File: config.mk
export PLATFORM = sky130hd
export DESIGN_NAME = spi_control_master
export DESIGN_NICKNAME = d
export VERILOG_FILES = /design/src/rtl/spi_master_pkg.sv /design/src/rtl/spi_clk_div.sv /design/src/rtl/spi_control_master.sv
export SDC_FILE = /design/constraint.sdc
export NUM_CORES = 1
export LEC_CHECK = 0
export CAP_MARGIN = 0
export CORE_MARGIN = 2
export CORE_UTILIZATION = 35
export CTS_CLUSTER_DIAMETER = 120
export DETAILED_ROUTE_END_ITERATION = 12
export PLACE_DENSITY = 0.62
export SLEW_MARGIN = 10
export SYNTH_ARGS = -nofsm -noshare
export SYNTH_HDL_FRONTEND = slang
export SYNTH_SLANG_ARGS = --single-unit
File: constraint.sdc
create_clock -name i_clk -period 2.3 [get_ports i_clk]
set_input_delay 0.23 -clock i_clk [delete_from_list [all_inputs] [get_ports i_clk]]
set_output_delay 0.23 -clock i_clk [all_outputs]
set_load 0.05 [all_outputs]
File: src/rtl/spi_master_pkg.sv
// spi_master_pkg: shared SPI master constants, defaults and FSM state encoding.
package spi_master_pkg;
   localparam int DIV_WIDTH         = 8;
   localparam int SPI_MAX_WIDTH_LOG = 4;
   localparam logic CPOL_LOW   = 1'b0;
   localparam logic CPOL_HIGH  = 1'b1;
   localparam logic CPHA_LEAD  = 1'b0;
   localparam logic CPHA_TRAIL = 1'b1;
   typedef enum logic [2:0] {IDLE, START, SETUP, RUN, HOLD, DONE} state_t;
endpackage

File: src/rtl/spi_clk_div.sv
// spi_clk_div: counts 0..i_div while enabled and flags the terminal count.
module spi_clk_div #(
   parameter int DIV_WIDTH = spi_master_pkg::DIV_WIDTH
) (
   input  logic                 i_clk,
   input  logic                 i_rst_n,
   input  logic                 i_en,
   input  logic                 i_clr,
   input  logic [DIV_WIDTH-1:0] i_div,
   output logic                 o_tick
);
   logic [DIV_WIDTH-1:0] r_cnt;
   assign o_tick = i_en && (r_cnt == i_div);
   always_ff @(posedge i_clk or negedge i_rst_n) begin
      if (!i_rst_n) r_cnt <= '0;
      else if (i_clr) r_cnt <= '0;
      else if (i_en) r_cnt <= o_tick ? '0 : r_cnt + 1'b1;
   end
endmodule

File: src/rtl/spi_control_master.sv
// spi_control_master: SPI master control path - FSM, sck/cs_n generation and datapath strobes.
// Define SPI_CS_DELAY_EN to add clk_div+1 cycle cs_n setup/hold windows around the sck burst.
module spi_control_master #(
   parameter int SPI_MAX_WIDTH_LOG = spi_master_pkg::SPI_MAX_WIDTH_LOG,
   parameter int DIV_WIDTH         = spi_master_pkg::DIV_WIDTH
) (
   input  logic                         i_clk,
   input  logic                         i_rst_n,
   input  logic                         i_req,
   input  logic                         i_cpol,
   input  logic                         i_cpha,
   input  logic [DIV_WIDTH-1:0]         i_clk_div,
   input  logic [SPI_MAX_WIDTH_LOG-1:0] i_spi_width,
   output logic                         o_busy,
   output logic                         o_done,
   output logic                         o_spi_start,
   output logic                         o_sck_first_edge,
   output logic                         o_sck_second_edge,
   output logic                         o_sck,
   output logic                         o_cs_n
);
   import spi_master_pkg::*;
   state_t r_state, w_next;
   logic r_cpol, r_cpha, r_busy, r_done, r_start, r_first, r_second, r_sck, r_cs_n;
   logic [DIV_WIDTH-1:0] r_div;
   logic [SPI_MAX_WIDTH_LOG-1:0] r_width, r_bit;
   logic w_tick, w_en, w_lead, w_first, w_second;
   assign w_en   = r_state inside {SETUP, RUN, HOLD};
   assign w_lead = (r_state == RUN) && w_tick && (r_sck == r_cpol);
   spi_clk_div #(.DIV_WIDTH(DIV_WIDTH)) u_div (
      .i_clk   (i_clk),
      .i_rst_n (i_rst_n),
      .i_en    (w_en),
      .i_clr   (!w_en),
      .i_div   (r_div),
      .o_tick  (w_tick)
   );
   always_comb begin
      w_next   = r_state;
      w_first  = 1'b0;
      w_second = 1'b0;
      case (r_state)
         IDLE:  w_next = i_req ? START : IDLE;
`ifdef SPI_CS_DELAY_EN
         START: w_next = SETUP;
         SETUP: w_next = w_tick ? RUN : SETUP;
         HOLD:  w_next = w_tick ? DONE : HOLD;
`else
         START: w_next = RUN;
`endif
         RUN: begin
            // bit 0 leading strobe is held back in cpha=1 so mosi stays on bit 0 for the first sample
            w_first  = w_lead && !(r_cpha == CPHA_TRAIL && r_bit == '0);
            w_second = w_tick && !w_lead;
`ifdef SPI_CS_DELAY_EN
            if (w_second && r_bit == r_width) w_next = HOLD;
`else
            if (w_second && r_bit == r_width) w_next = DONE;
`endif
         end
         DONE:    w_next = IDLE;
         default: w_next = IDLE;
      endcase
   end
   always_ff @(posedge i_clk or negedge i_rst_n) begin
      if (!i_rst_n) begin
         r_state  <= IDLE;
         r_cpol   <= 1'b0;
         r_cpha   <= 1'b0;
         r_div    <= '0;
         r_width  <= '0;
         r_bit    <= '0;
         r_busy   <= 1'b0;
         r_done   <= 1'b0;
         r_start  <= 1'b0;
         r_first  <= 1'b0;
         r_second <= 1'b0;
         r_sck    <= 1'b0;
         r_cs_n   <= 1'b1;
      end else begin
         r_state <= w_next;
         if (r_state == IDLE && i_req) begin
            r_cpol  <= i_cpol;
            r_cpha  <= i_cpha;
            r_div   <= i_clk_div;
            r_width <= i_spi_width;
         end
         r_bit    <= (r_state == RUN) ? r_bit + SPI_MAX_WIDTH_LOG'(w_second) : '0;
         r_busy   <= w_next != IDLE;
         r_done   <= w_next == DONE;
         r_start  <= w_next == START;
         r_first  <= w_first;
         r_second <= w_second;
         r_cs_n   <= (w_next == IDLE) || (w_next == DONE);
         r_sck    <= (r_state == IDLE) ? i_cpol :
                     (w_next == DONE) ? r_cpol :
                     (r_state == RUN && w_tick) ? ~r_sck : r_sck;
      end
   end
   assign o_busy            = r_busy;
   assign o_done            = r_done;
   assign o_spi_start       = r_start;
   assign o_sck_first_edge  = r_first;
   assign o_sck_second_edge = r_second;
   assign o_sck             = r_sck;
   assign o_cs_n            = r_cs_n;
endmodule

# Word-level counts from Yosys, hierarchy flattened
# Cells that the tools add are included.
[totals] ff_bits=36 wordCells=54
[op_classes] eq_ne=9 reduce_logical=17 mux=11 n_bitwise=1 addsub=2
[ops] cell="two-way mux 8 bit" n=2
[ops] cell="one-hot mux 3 bit (3 select lines)" n=1
[ops] cell="nonzero test 3 bit" n=3
[ops] cell="adder 8 x 1 -> 8 bit (second input constant)" n=1
[ops] cell="equality test 8 bit" n=1
[ops] cell="logical AND 1 bit" n=8
[ops] cell="equality test 3 x 1 -> 1 bit (second input constant)" n=2
[ops] cell="equality test 3 x 2 -> 1 bit (second input constant)" n=2
[ops] cell="equality test 3 bit (second input constant)" n=2
[ops] cell="zero test 3 bit" n=2
[ops] cell="two-way mux 1 bit" n=6
[ops] cell="adder 4 x 1 -> 4 bit" n=1
[ops] cell="equality test 4 bit" n=1
[ops] cell="zero test 4 bit" n=1
[ops] cell="two-way mux 4 bit" n=1
[ops] cell="two-way mux 3 bit" n=1
[ops] cell="zero test 1 bit" n=2
[ops] cell="equality test 1 bit" n=1
[ops] cell="logical OR 1 bit" n=1
[ops] cell="inverter 1 bit" n=1

# Longest topological paths before layout
# Gate-level depths: netlist of run 1.
[logic_depth] depth_word=13 ltp_mapped=8 depth_no_buf=8

# By module
# Synthesis of run 1 repeated with hierarchy kept, for this count alone.
[unflattened] cells_unflattened=136 area_unflattened_um2=1694.1
[by_module_without_submodules] mod="spi_control_master" cells_each=85 instances=1 seq_area_each_um2=701.9 area_per_inst_um2=1171.1
[by_module_without_submodules] mod="spi_clk_div" cells_each=51 instances=1 seq_area_each_um2=200.2 area_per_inst_um2=523.0

# Worst setup path before layout of run 1
# Ideal clock, no wire load.
[synth_path] kind="reg-to-reg" from="register r_sck, in the netlist o_sck" to="register r_bit[1]" path_stages_with_launch=6 setup_time_ps=120 arrival_time_ps=1766 slack_ps=414 required_ps=2180 path_cell_list="dfrtp_1 -> xor2_1 -> nor3b_1 -> ha_1 -> ha_1 -> and3_1"
[synth_via] elab_chain_len=7
[synth_lines] item="from (decl)" line="spi_control_master.sv:24" text="logic r_cpol, r_cpha, r_busy, r_done, r_start, r_first, r_second, r_sck, r_cs_n;"
[synth_lines] item="from (signal assigned)" line="spi_control_master.sv:95" text="r_sck <= (r_state == IDLE) ? i_cpol :"
[synth_lines] item="equality test 1 bit" line="spi_control_master.sv:29" text="assign w_lead = (r_state == RUN) && w_tick && (r_sck == r_cpol);"
[synth_lines] item="logical AND 1 bit" line="spi_control_master.sv:29"
[synth_lines] item="zero test 1 bit" line="spi_control_master.sv:54" text="w_second = w_tick && !w_lead;"
[synth_lines] item="logical AND 1 bit" line="spi_control_master.sv:54"
[synth_lines] item="two-way mux 1 bit" line="spi_control_master.sv:42" text="case (r_state)"
[synth_lines] item="named net w_second" line="spi_control_master.sv:27" text="logic w_tick, w_en, w_lead, w_first, w_second;"
[synth_lines] item="adder 4 x 1 -> 4 bit" line="spi_control_master.sv:88" text="r_bit <= (r_state == RUN) ? r_bit + SPI_MAX_WIDTH_LOG'(w_second) : '0;"
[synth_lines] item="two-way mux 4 bit" line="spi_control_master.sv:88"
[synth_lines] item="to (signal assigned)" line="spi_control_master.sv:88"
[synth_lines] item="to (decl)" line="spi_control_master.sv:26" text="logic [SPI_MAX_WIDTH_LOG-1:0] r_width, r_bit;"
# The timed path passes the listed nets, and every way through them passes these cells.
# A chain may end at the register's enable or synchronous reset.

# Worst setup path after layout of run 1
[layout_path] from="register r_state[2]" to="register r_bit[2]"
[layout_via] elab_chain_len=10 word_cells_on_any_way=12 classes_between="add/sub (1); eq/ne (3); mux (2); reduce/logical (6)"
[layout_lines] item="from (decl)" line="spi_control_master.sv:23" text="state_t r_state, w_next;"
[layout_lines] item="from (signal assigned)" line="spi_control_master.sv:81" text="r_state <= w_next;"
[layout_lines] item="equality test 3 x 2 -> 1 bit (tied with other cells)" line="spi_control_master.sv:28" text="assign w_en = r_state inside {SETUP, RUN, HOLD};"
[layout_lines] item="nonzero test 3 bit" line="spi_control_master.sv:28"
[layout_lines] item="logical AND 1 bit" line="spi_clk_div.sv:13" text="assign o_tick = i_en && (r_cnt == i_div);"
[layout_lines] item="logical AND 1 bit (2 in series)" line="spi_control_master.sv:29"
[layout_lines] item="zero test 1 bit" line="spi_control_master.sv:54"
[layout_lines] item="logical AND 1 bit" line="spi_control_master.sv:54"
[layout_lines] item="two-way mux 1 bit (*)" line="spi_control_master.sv:42"
[layout_lines] item="named net w_second" line="spi_control_master.sv:27"
[layout_lines] item="adder 4 x 1 -> 4 bit (*)" line="spi_control_master.sv:88"
[layout_lines] item="two-way mux 4 bit (*)" line="spi_control_master.sv:88"
# Mark *: on every way through the listed nets, which the timed path passes. The rest lies on a longest branch.

==> summary.md, run 1 <==
| Metric | Value |
|---|---|
| Status | finished, final reports clean |
| Ant. Diodes | 0 |
| Worst-Margin Slew | 0.497 ns |
| Top Layer Used | met4 |
| Clk_skew | 0.00566 ns |
| Crit path kind | flop to flop |
| Clk root buf | clkbuf_8 |
| H-tree Lvls | 2 |
| Critical path destination | r_bit[2] |
| Critical Path Stages | 7 |
| Gpl congestion | 0.792 |
| WP data required | 2.47 ns |
| Most used cell, CP | ha_1 |
| Proportion of power drawn by the clock network | 19.4% |
| # resized after CTS | 0 |
| Mean routed wirelength per cell | 14.4 µm |
| CP max stage delay | 0.44 ns |
| DR DRC count | 0 |
| DR vias/cell | 5.03 |
| Syn-to-layout area delta | 25.0% |
| Total nets after synthesis | 147 |
| Post-CTS setup repair buffer count | 0 |
| Hold buffer count at CTS | 0 |
| Max VDD drop | 547 µV |
| Share of the synthesized area in the top cell type | 54.2% |
| Wl on met1 | 1300 µm |
| Area contributors post-synth | dfrtp_1 (54%), mux2_2 (9.8%), xor2_1 (6.0%), xnor2_1 (5.4%), nor2_1 (2.6%) |
| Switching share of power | 36.3% |
| DRT Pass-1 Iters | 4 |
| Post-Synth Simple-Gate Area | 16.0% |
| F_max | 498 MHz |
| FF+latch count, synth | 36 |
| TritonCTS Sinks | 36 |
| Setup crit start kind | flop |
| CP max-delay cell | dfrtp_1 |
| Sequential power share | 45.1% |
| Avg Cell Area, Syn | 12.7 µm² |
| HP Class | input port to async pin |
| Largest area contributor in the synthesized netlist | dfrtp_1 |
| Setup crit start | r_state[2] |
| Comb power frac | 35.4% |
| Pins Over Slew Limit | 0 |
| Synth Area in Adders | 2.32% |
| Proportion of synthesized area in mux cells | 9.75% |
| Synth Instances | 127 |
| Worst Path Arrival | 2.18 ns |
| Die area | 0.00518 mm² |
| Setup Viol. Count Final | 0 |
| CP Cell Sequence | and2b_1, nand2_1, nor3b_1, ha_1, ha_1, xnor2_1, nor2_1 |
| # Max-Cap Violations | 0 |
| PD cells | 1160 mW/mm² |
| Largest net degree at the start of global routing | 37 |
| Num ports | 24 |
| Final nets | 180 |
| Vias in the first global route | 1157 |
| Async set or reset register ratio after synthesis | 100% |
| Met3 WL post-DR | 162 µm |
| Final WL | 3060 µm |
| Minimum clock period after layout | 2.01 ns |
| Critical R2R Capture | r_bit[2] |
| Post-layout instance area | 0.00202 mm² |
| Buf/Inv on CP | 0 |
| IO buf count | 23 |
| EDFF count, synth | 0 |
| All-Layer GR Usage | 13.6% |
| Commonest cells in the netlist | dfrtp_1 (35), mux2_2 (14), nor2_1 (11), xor2_1 (11), xnor2_1 (10) |
| Met2 WL | 1570 µm |
| Antenna viol nets, final | 0 |
| Ys Warns | 0 |
| Worst Reg2Reg Path Length in Cells | 7 |
| Fin cells | 213 |
| P_sw | 0.851 mW |
| CTS tree | done |
| Clock Latency Late Sink | 0.29 ns |
| Xor and xnor fraction of the mapped netlist area | 11.4% |
| Top-count cell post-synth | dfrtp_1 |
| Dpl hpwl | 2270 µm |
| Worst R2R Setup Slack | 0.29 ns |
| Post-synth cell types | 29 |
| Die Width | 72.0 µm |
| Main combinational cell family by area after synthesis | simple AND/OR/NAND/NOR gates |
| Syn Std Cell Area | 0.00162 mm² |
| Core ar. | 0.00441 mm² |
| RSZ-0062 raised after global routing | false |
| Placed Cells | 205 |
| Post-Place Setup Slack | 0.312 ns |
| Clock-pin slew on the worst setup and hold paths | 0.07 ns |
| Endpoint class of the critical path | flop |
| Num CTS Buffers | 5 |
| Worst R2R Start | r_state[2] |
| Final Hold Vio Count | 0 |
| Initial antenna violation count | 0 |
| Die H | 72.0 µm |
| Total number of vias | 1072 |
| Worst-path maximum fanout | 7 |
| DR iter-0 viols | 21 |
| GRT overflow | 0 |
| Final setup TNS | 0 ns |
| Internal | 1.49 mW |
| First-pass GRT wire length | 5250 µm |
| Clock Tree Buf Depth | 2 |
| Max-slew headroom | 66.7% |
| Seq/Total Area, Yosys | 55.8% |
| Main synth FF type | dfrtp_1 |
| Row Count | 24 |
| Static leakage | 0.877 nW |
| Initial Util | 36.6% |
| Final period util | 87.3% |
| Layout cells sized above 1 | 19.3% |
| CP delay by family, top | simple AND/OR/NAND/NOR gates |
| Synth Area in Compound Gates | 3.79% |
| Area after DPL | 0.00193 mm² |
| Crit path setup slack, layout | 0.291 ns |
-- cell usage in the layout, fill, tap and decap left out, types with 2 or more instances in the layout --
| cell | count |
|---|---|
| dfrtp_1 | 35 |
| buf_4 | 4 |
| and4_1 | 2 |
| nand2_1 | 4 |
| nand3_1 | 6 |
| clkbuf_8 | 6 |
| and3_1 | 6 |
| nor2_1 | 11 |
| ha_1 | 3 |
| clkbuf_1 | 2 |
| clkdlybuf4s50_1 | 23 |
| nor3b_1 | 2 |
| nor3_1 | 2 |
| xor2_1 | 11 |
| xnor2_1 | 10 |
| or2_2 | 2 |
| nor4_1 | 2 |
| mux2_2 | 14 |
| nand4_1 | 3 |
-- power groups by stage --
stage / Sequential (mW) / Clock [mW] / Combinational (mW)
after floorplan: 1.12 / 0 / 0.528
after global placement: 1.06 / 0 / 0.824
after detailed placement: 1.08 / 0 / 0.835
after CTS: 1.07 / 0.470 / 0.844
after global routing: 1.10 / 0.495 / 0.920
final: 1.06 / 0.455 / 0.830
-- sequential cells by signal, summed over array words and instances (netlist names) --
register and flops:
r_div 8, r_cpol 1, r_width 4, o_spi_start 1, o_sck 1, o_sck_first_edge 1, o_busy 1, r_state 3
r_cpha 1, o_sck_second_edge 1, o_cs_n 1, r_bit 4, u_div.r_cnt 8, o_done 1
-- final cells by class --
type / count / area [µm²]
clock buffers: 8 / 90.1
fillers: 428 / 2390
inverters: 1 / 3.75
multi-input cells: 89 / 699
flip-flops and latches: 36 / 902
well taps: 52 / 65.1
repair buffers: 27 / 260
-- per-stage QoR --
step	utilization [%]	power, mW	hold WS, ns
floorplan	-	1.65	-0.0656
global placement	43.7	1.89	0.479
detailed placement	43.7	1.91	0.490
CTS	45.8	2.38	0.376
global route	45.8	2.51	0.408
finish	45.8	2.34	0.358
-- worst reg2reg max path, delay by kind of cell, from the launching register on --
family / cells / cell delay, ns
simple gates: 4 / 0.91
flops: 1 / 0.44
fa+ha+maj: 2 / 0.40
xor+xnor: 1 / 0.14
-- logic make-up (layout without fill, tap and decap cells) --
kind of cell	Yosys count	after routing
AO/OA/AOI/OAI	7	7
XOR/XNOR	21	21
adder cells (fa/ha/maj)	3	3
buffers and inverters	2	36
flip-flops	36	36
multiplexers	14	14
AND/OR/NAND/NOR	44	44
-- worst min path at each step --
stage | depth (start not counted) | to | start | slack [ns]
floorplan | 0 | o_busy | i_rst_n | -0.07
global placement | 1 | o_sck_first_edge | r_cpha | 0.48
detailed placement | 1 | o_sck_first_edge | r_cpha | 0.49
CTS | 2 | r_width[2] | i_rst_n | 0.38
global route | 2 | r_width[3] | i_rst_n | 0.41
finish | 2 | r_cpha | i_rst_n | 0.36
-- layer usage --
metal | vias up | global-route usage, %
li1 | 519 | -
met3 | 3 | 4.17
met2 | 20 | 23.0
met4 | 0 | 6.29
met1 | 530 | 15.9
met5 | - | 0
Note: power is estimated with default switching activity, not from simulation.
==> run 2: changes to the inputs <==
CORE_UTILIZATION = 53   (was 35)
PLACE_DENSITY = 0.84   (was 0.62)
==> summary.md, run 2 (synthesis results as in run 1) <==
| Metric | Value |
|---|---|
| Ant. Diodes | 0 (unchanged) |
| Initial Util | 54.3% (was 36.6%) |
| CP Cell Sequence | xnor2_1, and4_1, nand2_1, nor3b_1, ha_1, ha_1, and3_1 (was and2b_1, nand2_1, nor3b_1, ha_1, ha_1, xnor2_1, nor2_1) |
| Top Layer Used | met4 (unchanged) |
| Crit path kind | flop to flop (unchanged) |
| Clock-pin slew on the worst setup and hold paths | 0.11 ns (was 0.07 ns) |
| Total Power | 2.26 mW (was 2.34 mW) |
| DR vias/cell | 5.59 (was 5.03) |
| Largest registers | r_div: 8 flops, u_div.r_cnt: 8 flops (unchanged) |
| Wl on met1 | 1160 µm (was 1300 µm) |
| Total number of vias | 1084 (was 1072) |
| TritonCTS Sinks | 36 (unchanged) |
| Post-CTS setup repair buffer count | 0 (unchanged) |
| Largest net degree at the start of global routing | 37 (unchanged) |
| Final WL | 2910 µm (was 3060 µm) |
| Clock Latency Late Sink | 0.35 ns (was 0.29 ns) |
| Worst R2R Start | u_div.r_cnt[3] (was r_state[2]) |
| Setup Viol. Count Final | 0 (unchanged) |
| Layout cells sized above 1 | 20.5% (was 19.3%) |
| Util after Layout | 66.1% (was 45.8%) |
| Static leakage | 0.870 nW (was 0.877 nW) |
| First-pass GRT wire length | 4910 µm (was 5250 µm) |
| DR iter-0 viols | 22 (was 21) |
| All-Layer GR Usage | 19.8% (was 13.6%) |
| Dpl hpwl | 2190 µm (was 2270 µm) |
| Most frequent cells in the layout | dfrtp_1 (35), clkdlybuf4s50_1 (23), mux2_2 (14) (unchanged) |
| CP max stage delay | 0.44 ns (about the same) |
| Setup crit start kind | flop (unchanged) |
| Minimum clock period after layout | 1.95 ns (was 2.01 ns) |
| Most used cell, CP | ha_1 (unchanged) |
| Most common cell after layout, fill and taps aside | dfrtp_1 (unchanged) |
| WP data required | 2.55 ns (was 2.47 ns) |
| HP Class | input port to async pin (unchanged) |
| Worst-Margin Slew | 0.494 ns (was 0.497 ns) |
| GRT overflow | 0 (unchanged) |
| Final nets | 180 (unchanged) |
| Worst Reg2Reg Path Length in Cells | 7 (unchanged) |
| Clock Tree Buf Depth | 2 (unchanged) |
| Hold buffer count at CTS | 0 (unchanged) |
| Filler Cell Count | 242 (was 428) |
| Vias in the first global route | 1101 (was 1157) |
| DRT Pass-1 Iters | 3 (was 4) |
| Core ar. | 0.00298 mm² (was 0.00441 mm²) |
| DR DRC count | 0 (unchanged) |
| Critical R2R Capture | r_bit[1] (was r_bit[2]) |
| Initial antenna violation count | 0 (unchanged) |
| Endpoint class of the critical path | flop (unchanged) |
| Antenna viol nets, final | 0 (unchanged) |
| Clk root buf | clkbuf_4 (was clkbuf_8) |
| Met2 WL | 1560 µm (was 1570 µm) |
| IO buf count | 23 (unchanged) |
| Worst Path Arrival | 2.21 ns (was 2.18 ns) |
| Max-slew headroom | 67.0% (was 66.7%) |
| CTS tree | done (unchanged) |
| Die area | 0.00351 mm² (was 0.00518 mm²) |
| Row Count | 20 (was 24) |
| PD cells | 1150 mW/mm² (was 1160 mW/mm²) |
| Final Hold Vio Count | 0 (unchanged) |
| Max VDD drop | 576 µV (was 547 µV) |
| Status | finished, final reports clean (unchanged) |
| Num CTS Buffers | 5 (unchanged) |
| RSZ-0062 raised after global routing | false (unchanged) |
| Worst-path maximum fanout | 4 (was 7) |
| Post-layout instance area | 0.00197 mm² (was 0.00202 mm²) |
| Worst R2R Setup Slack | 0.35 ns (was 0.29 ns) |
| Mean routed wirelength per cell | 15.0 µm (was 14.4 µm) |
| Num ports | 24 (unchanged) |
| H-tree Lvls | 2 (unchanged) |
| Pins Over Slew Limit | 0 (unchanged) |
| CP max-delay cell | dfrtp_1 (unchanged) |
| Die H | 59.2 µm (was 72.0 µm) |
| F_max | 512 MHz (was 498 MHz) |
| Syn-to-layout area delta | 21.7% (was 25.0%) |
| Die Width | 59.2 µm (was 72.0 µm) |
| Clk_skew | 0.0102 ns (was 0.00566 ns) |
| Final setup TNS | 0 ns (unchanged) |
| Final period util | 84.9% (was 87.3%) |
| Area after DPL | 0.00191 mm² (was 0.00193 mm²) |
| # resized after CTS | 0 (unchanged) |
| Met3 WL post-DR | 138 µm (was 162 µm) |
| Gpl congestion | 0.895 (was 0.792) |
| # Max-Cap Violations | 0 (unchanged) |
==> run 2: metrics by stage <==
stage	setup slack [ns]	instances	hold slack [ns]
3_5_place_dp	0.351	186	0.502
3_3_place_gp	0.438	186	0.472
6_report	0.346	194	0.279
5_1_grt	0.172	194	0.311
2_1_floorplan	0.414	127	-0.0656
4_1_cts	0.343	194	0.282
==> run 2: worst max-delay path by stage <==
stage | start | to | slack [ns] | cells after the start
CTS | u_div.r_cnt[2] | r_bit[1] | 0.34 | 7
detailed placement | u_div.r_cnt[2] | r_bit[1] | 0.35 | 7
finish | u_div.r_cnt[3] | r_bit[1] | 0.35 | 7
global route | u_div.r_cnt[5] | r_bit[1] | 0.17 | 7
floorplan | o_sck | r_bit[1] | 0.41 | 5
global placement | u_div.r_cnt[3] | r_bit[1] | 0.44 | 7
==> run 2: where the power goes <==
part / switching [mW] / internal, mW / total [mW]
combinational: 0.441 / 0.414 / 0.855
sequential: 0.207 / 0.850 / 1.06
clock: 0.205 / 0.145 / 0.351
==> run 2: routing by layer <==
metal	GRT usage (%)	up-vias
met4	7.79	0
met2	35.2	18
met5	0	-
li1	-	523
met3	6.77	8
met1	21.4	535
==> run 2: critical path: cells and delay by family (launching register included) <==
family | cells | cell delay, ns
XOR/XNOR | 1 | 0.22
adder cells (fa/ha/maj) | 2 | 0.47
flip-flops | 1 | 0.44
AND/OR/NAND/NOR | 4 | 0.75
==> run 2: area by class of cell <==
cell class	instances	area, µm²	area share, %
timing repair buffer	27	260	13.2
clock inverter	2	10.0	0.509
clock buffer	6	51.3	2.61
tap	33	41.3	2.10
inverter	1	3.75	0.191
multi-input combinational	89	699	35.5
sequential	36	902	45.8
==> RTL change 1: new RTL, settings of run 2 <==
Register the inputs `i_req`, `i_cpol`, `i_cpha` and `i_spi_width` before use. The logic sees them one clock later.
--- a/src/rtl/spi_control_master.sv
+++ b/src/rtl/spi_control_master.sv
@@ -20,6 +20,19 @@
    output logic                         o_cs_n
 );
    import spi_master_pkg::*;
+
+   logic i_req_q;
+   logic i_cpol_q;
+   logic i_cpha_q;
+   logic [SPI_MAX_WIDTH_LOG-1:0] i_spi_width_q;
+
+   always_ff @(posedge i_clk) begin
+      i_req_q       <= i_req;
+      i_cpol_q      <= i_cpol;
+      i_cpha_q      <= i_cpha;
+      i_spi_width_q <= i_spi_width;
+   end
+
    state_t r_state, w_next;
    logic r_cpol, r_cpha, r_busy, r_done, r_start, r_first, r_second, r_sck, r_cs_n;
    logic [DIV_WIDTH-1:0] r_div;
@@ -40,7 +53,7 @@
       w_first  = 1'b0;
       w_second = 1'b0;
       case (r_state)
-         IDLE:  w_next = i_req ? START : IDLE;
+         IDLE:  w_next = i_req_q ? START : IDLE;
 `ifdef SPI_CS_DELAY_EN
          START: w_next = SETUP;
          SETUP: w_next = w_tick ? RUN : SETUP;
@@ -79,11 +92,11 @@
          r_cs_n   <= 1'b1;
       end else begin
          r_state <= w_next;
-         if (r_state == IDLE && i_req) begin
-            r_cpol  <= i_cpol;
-            r_cpha  <= i_cpha;
+         if (r_state == IDLE && i_req_q) begin
+            r_cpol  <= i_cpol_q;
+            r_cpha  <= i_cpha_q;
             r_div   <= i_clk_div;
-            r_width <= i_spi_width;
+            r_width <= i_spi_width_q;
          end
          r_bit    <= (r_state == RUN) ? r_bit + SPI_MAX_WIDTH_LOG'(w_second) : '0;
          r_busy   <= w_next != IDLE;
@@ -92,7 +105,7 @@
          r_first  <= w_first;
          r_second <= w_second;
          r_cs_n   <= (w_next == IDLE) || (w_next == DONE);
-         r_sck    <= (r_state == IDLE) ? i_cpol :
+         r_sck    <= (r_state == IDLE) ? i_cpol_q :
                      (w_next == DONE) ? r_cpol :
                      (r_state == RUN && w_tick) ? ~r_sck : r_sck;
       end
Formal check against the unedited RTL: not equivalent (Yosys sat finds a counterexample within 4 cycles, from zero or initial values and one cycle with i_rst_n low).
==> RTL change 1 against run 2 <==
  * Wire length is 1.3% higher
  * Worst setup slack worse by 130 ps
  * Critical path depth is 1 lower
  * Core utilization is 2.3 points higher
  * Final area is 7.9% higher
  * Final cell count is 8.8% higher
  * Synthesized area is 8.7% higher
  * Global-route usage is 1.0 points lower
  * Sequential cell count is 7 higher
  * Total power is 6.1% higher
  * Largest power group unchanged
==> RTL change 1: results (changes against run 2) <==
| Metric | Value |
|---|---|
| Global-route wire length before repair | `5.06 mm (+3.1%)` |
| Layout cell share with drive strength beyond 1 | `19.2% (-1.3 points)` |
| Crit-path max FO | `7 (+3)` |
| Worst hold-check path type | `primary input to asynchronous set/reset pin` |
| CTS resizes | `0 (unchanged)` |
| Unique cell type count in the Yosys netlist | `30 (+3.4%)` |
| Via-per-instance ratio | `5.27 (-5.8%)` |
| Clock Path Buffers | `2 (unchanged)` |
| Vias in the first global route | `1129 (+2.5%)` |
| DRT Wirelength | `2.95 mm (+1.3%)` |
| Max H-tree Level | `2 (unchanged)` |
| DR WL/cell | `14.0 um (-6.9%)` |
| Largest cells by area after synthesis | `dfrtp_1 50%, mux2_2 9.0%, dfxtp_1 8.0%` |
| Antenna Cells | `0 (unchanged)` |
| Yosys warnings | `0 (unchanged)` |
| Input/output buffers | `23 (unchanged)` |
| Relative slew slack | `65.0% (-2.0 points)` |
| Largest net degree at the start of global routing | `37 (unchanged)` |
| Total CTS buffers | `5 (unchanged)` |
| Worst Skew | `10.9 ps (+0.729 ps)` |
| Fin nets | `186 (+3.3%)` |
| Arrival time at the worst endpoint | `2330 ps (+120 ps)` |
| Most frequent cells after synthesis | `35 x dfrtp_1, 14 x mux2_2, 11 x nor2_1, 11 x xor2_1, 10 x xnor2_1` |
| Critical-path top delay cell | `dfrtp_1` |
| Net Sw Frac | `37.6% (-0.14 points)` |
| Post-DP Area | `0.00207 mm2 (+8.3%)` |
| Peak supply drop | `645 uV (+12%)` |
| Status | `completed` |
| Post-Syn Area per Cell | `13.1 um2 (+3.0%)` |
| PwrDens | `1130 mW/mm2 (-1.7%)` |
| HPWL Detailed | `2.21 mm (+0.93%)` |
| Seq/Total Area, Yosys | `59.3% (+3.5 points)` |
| Top flop regs | `r_div x8, u_div.r_cnt x8` |
| Gr usage total | `18.8% (-1.0 points)` |
| Total clock network power | `0.360 mW (+3%)` |
| Fraction of registers with async set/reset | `83.7% (-16 points)` |
| 1st-pass router iterations | `6 (+3)` |
| Power share of the combinational group | `35.3% (-2.5 points)` |
| Final-layout fill cell count | `252 (+4.1%)` |
| DP Worst Slack | `261 ps (-89.9 ps)` |
| RD Place Congestion | `0.805 (-10%)` |
| Skew-Pair Late Insertion Delay | `350 ps (about the same)` |
| Root Driver | `clkbuf_4` |
| DR iter-0 viols | `30 (+36%)` |
| Total power | `2.40 mW (+6.1%)` |
| Slowest Stage Delay on Critical Path | `480 ps (+40 ps)` |
| Setup bufs post-CTS | `0 (unchanged)` |
| CTS clk-pin slew, worst paths | `130 ps (+20 ps)` |
| Number of antenna violations at the first check in global routing | `0 (unchanged)` |
| Cells after DPL | `203 (+9.1%)` |
| Leak pwr | `0.915 nW (+5.3%)` |
| Mapped Nets | `154 (+4.8%)` |
==> RTL change 1: cell types whose count changed after synthesis <==
cell,delta
dfxtp_1,+7
==> RTL change 1: cell families after synthesis <==
| group | after synthesis | synth area share (%) |
|---|---|---|
| AO/OA/AOI/OAI | 7 | 3.49 |
| XOR/XNOR | 21 | 10.5 |
| adder cells (fa/ha/maj) | 3 | 2.14 |
| buffers and inverters | 2 | 0.854 |
| flip-flops | 43 | 59.3 |
| multiplexers | 14 | 8.97 |
| AND/OR/NAND/NOR | 44 | 14.7 |
==> RTL change 1: routing by layer <==
| layer | up-vias | routed length, um | GRT usage, % |
|---|---|---|---|
| li1 | 537 | - | - |
| met1 | 539 | 1350 | 23.4 |
| met2 | 30 | 1410 | 30.5 |
| met3 | 5 | 143 | 5.04 |
| met4 | 0 | 49 | 8.81 |
| met5 | - | 0 | 0 |
==> RTL change 1: worst max-delay path, delay by kind of cell, from the launching register on <==
kind | cells | cell delay, ps
adder cells (fa/ha/maj) | 2 | 470
flip-flops | 1 | 480
AND/OR/NAND/NOR | 4 | 1040
==> RTL change 1: final timing paths <==
check / from / slack (ps) / to / cells past startpoint
max: r_state[2] / 220 / r_bit[1] / 6
min: i_rst_n / 270 / u_div.r_cnt[4] / 2
max reg2reg: r_state[2] / 220 / r_bit[1] / 6
min reg2reg: i_spi_width_q[1] / 480 / r_width[1] / 1
max in group asynchronous: i_rst_n / 1690 / o_cs_n / 2
min in group i_clk: i_spi_width[1] / 310 / i_spi_width_q[1] / 1
==> RTL change 1: cell type report <==
type	instances	share of cell area (%)
clock buffer	5	1.77
clock inverter	3	0.943
inverter	1	0.177
multi-input combinational	89	32.9
sequential	43	49.1
tap	44	2.59
timing repair buffer	26	12.5
==> RTL change 2: new RTL, config.mk and constraints of run 2 <==
Made on the original files. The package constant `SPI_MAX_WIDTH_LOG` goes from 4 to 3.
--- a/src/rtl/spi_master_pkg.sv
+++ b/src/rtl/spi_master_pkg.sv
@@ -1,7 +1,7 @@
 // spi_master_pkg: shared SPI master constants, defaults and FSM state encoding.
 package spi_master_pkg;
    localparam int DIV_WIDTH         = 8;
-   localparam int SPI_MAX_WIDTH_LOG = 4;
+   localparam int SPI_MAX_WIDTH_LOG = 3;
    localparam logic CPOL_LOW   = 1'b0;
    localparam logic CPOL_HIGH  = 1'b1;
    localparam logic CPHA_LEAD  = 1'b0;
Interface: changed (resized i_spi_width); port bits go from 24 to 23. No check against the original RTL was run, so the function may have changed too.
==> RTL change 2 against run 2 <==
  * Sequential cell count fell by 2
  * Wire length down 11%
  * Total power is 7.4% lower
  * Sequential power decreased by 7%
  * Clock skew up 2.5 ps
  * Synthesized area shrank 5.4%
  * Critical path depth unchanged
  * Final area decreased by 5.7%
  * Worst setup slack lost 130 ps
  * Largest power group unchanged
  * Count of clock-buffer cells in the layout is the same
  * Highest routed layer unchanged
==> RTL change 2: results (changes against run 2) <==
| Metric | Value |
|---|---|
| DR iter-0 viols | `32 (+45%)` |
| 1st-pass router iterations | `4 (+1)` |
| Antenna Cells | `0 (unchanged)` |
| Metal-1 WL | `1.15 mm (-1.2%)` |
| Actual slew at the worst max-slew pin | `493 ps (-0.904 ps)` |
| Met3 usage | `6.47% (-0.30 points)` |
| Largest net degree at the start of global routing | `35 (-5.4%)` |
| Top flop regs | `r_div x8, u_div.r_cnt x8` |
| RD Place Congestion | `0.824 (-8.0%)` |
| Peak supply drop | `765 uV (+33%)` |
| Seq/Total Area, Yosys | `55.7% (-0.077 points)` |
| Power share of the combinational group | `38.3% (+0.5 points)` |
| Post-DP Area | `0.00181 mm2 (-5.3%)` |
| WL met2 | `1.25 mm (-20%)` |
| Met2 usage | `28.7% (-6.4 points)` |
| Arrival time at the worst endpoint | `2330 ps (+120 ps)` |
| Final core occ | `67.3% (+1.2 points)` |
| P_int | `1.31 mW (-7.3%)` |
| Met1 GRT Util | `21.8% (+0.34 points)` |
| Via-per-instance ratio | `5.50 (-1.6%)` |
| HPWL Detailed | `1.90 mm (-13%)` |
| Mapped Nets | `136 (-7.5%)` |
| Unique cell type count in the Yosys netlist | `31 (+6.9%)` |
| Total CTS buffers | `5 (unchanged)` |
| Most frequent cells after synthesis | `33 x dfrtp_1, 14 x mux2_2, 11 x nor2_1, 11 x xor2_1, 8 x xnor2_1` |
| Wire length on met3 | `138 um (unchanged)` |
| Compound-Gate Fraction of Synth Area | `2.95% (-0.85 points)` |
| Multiplexer share of the synthesized area | `10.3% (+0.56 points)` |
| Post-Syn Area per Cell | `13.1 um2 (+2.7%)` |
| Input/output buffers | `22 (-4.3%)` |
| Total power | `2.09 mW (-7.4%)` |
| Fin nets | `167 (-7.2%)` |
| Largest cells by area after synthesis | `dfrtp_1 54%, mux2_2 10%, xor2_1 6.3%` |
| Post-Layout Cell Count | `180 (-7.2%)` |
| Sequential power | `0.987 mW (-7%)` |
| Vias in the first global route | `1044 (-5.2%)` |
| Global-route wire length before repair | `4.49 mm (-8.6%)` |
| Crit-path max FO | `8 (+4)` |
| Status | `completed` |
| Worst Skew | `12.7 ps (+2.53 ps)` |
| Final-layout fill cell count | `204 (-16%)` |
| Gr usage total | `18.4% (-1.4 points)` |
| DRT Wirelength | `2.60 mm (-11%)` |
| Leak pwr | `0.823 nW (-5.4%)` |
| Layout cell share with drive strength beyond 1 | `23.5% (+3.0 points)` |
| Post-Synth XOR/XNOR Area | `10.9% (-0.49 points)` |
==> RTL change 2: final timing paths <==
kind	start	to	slack [ps]	depth (start not counted)
max	u_div.r_cnt[2]	r_bit[1]	210	7
min	i_rst_n	u_div.r_cnt[2]	280	2
max reg2reg	u_div.r_cnt[2]	r_bit[1]	210	7
min reg2reg	u_div.r_cnt[0]	u_div.r_cnt[0]	520	1
max in group asynchronous	i_rst_n	o_cs_n	1700	2
min in group i_clk	i_clk_div[0]	r_div[0]	490	2
==> RTL change 2: area by class of cell <==
cell class,count,share of cell area [%]
multi-input cells,80,35.6
clock inverters,2,0.539
inverters,1,0.202
flip-flops and latches,34,45.9
clock buffers,6,2.22
well taps,31,2.09
repair buffers,26,13.5
==> RTL change 2: critical path, cell delays in order, from the launching register on <==
cell and delay [ps]:
dfrtp_1 440, xor2_1 200, nor4_4 310, nand2_2 160, nor3b_1 300, ha_1 200
ha_1 210, and3_1 160
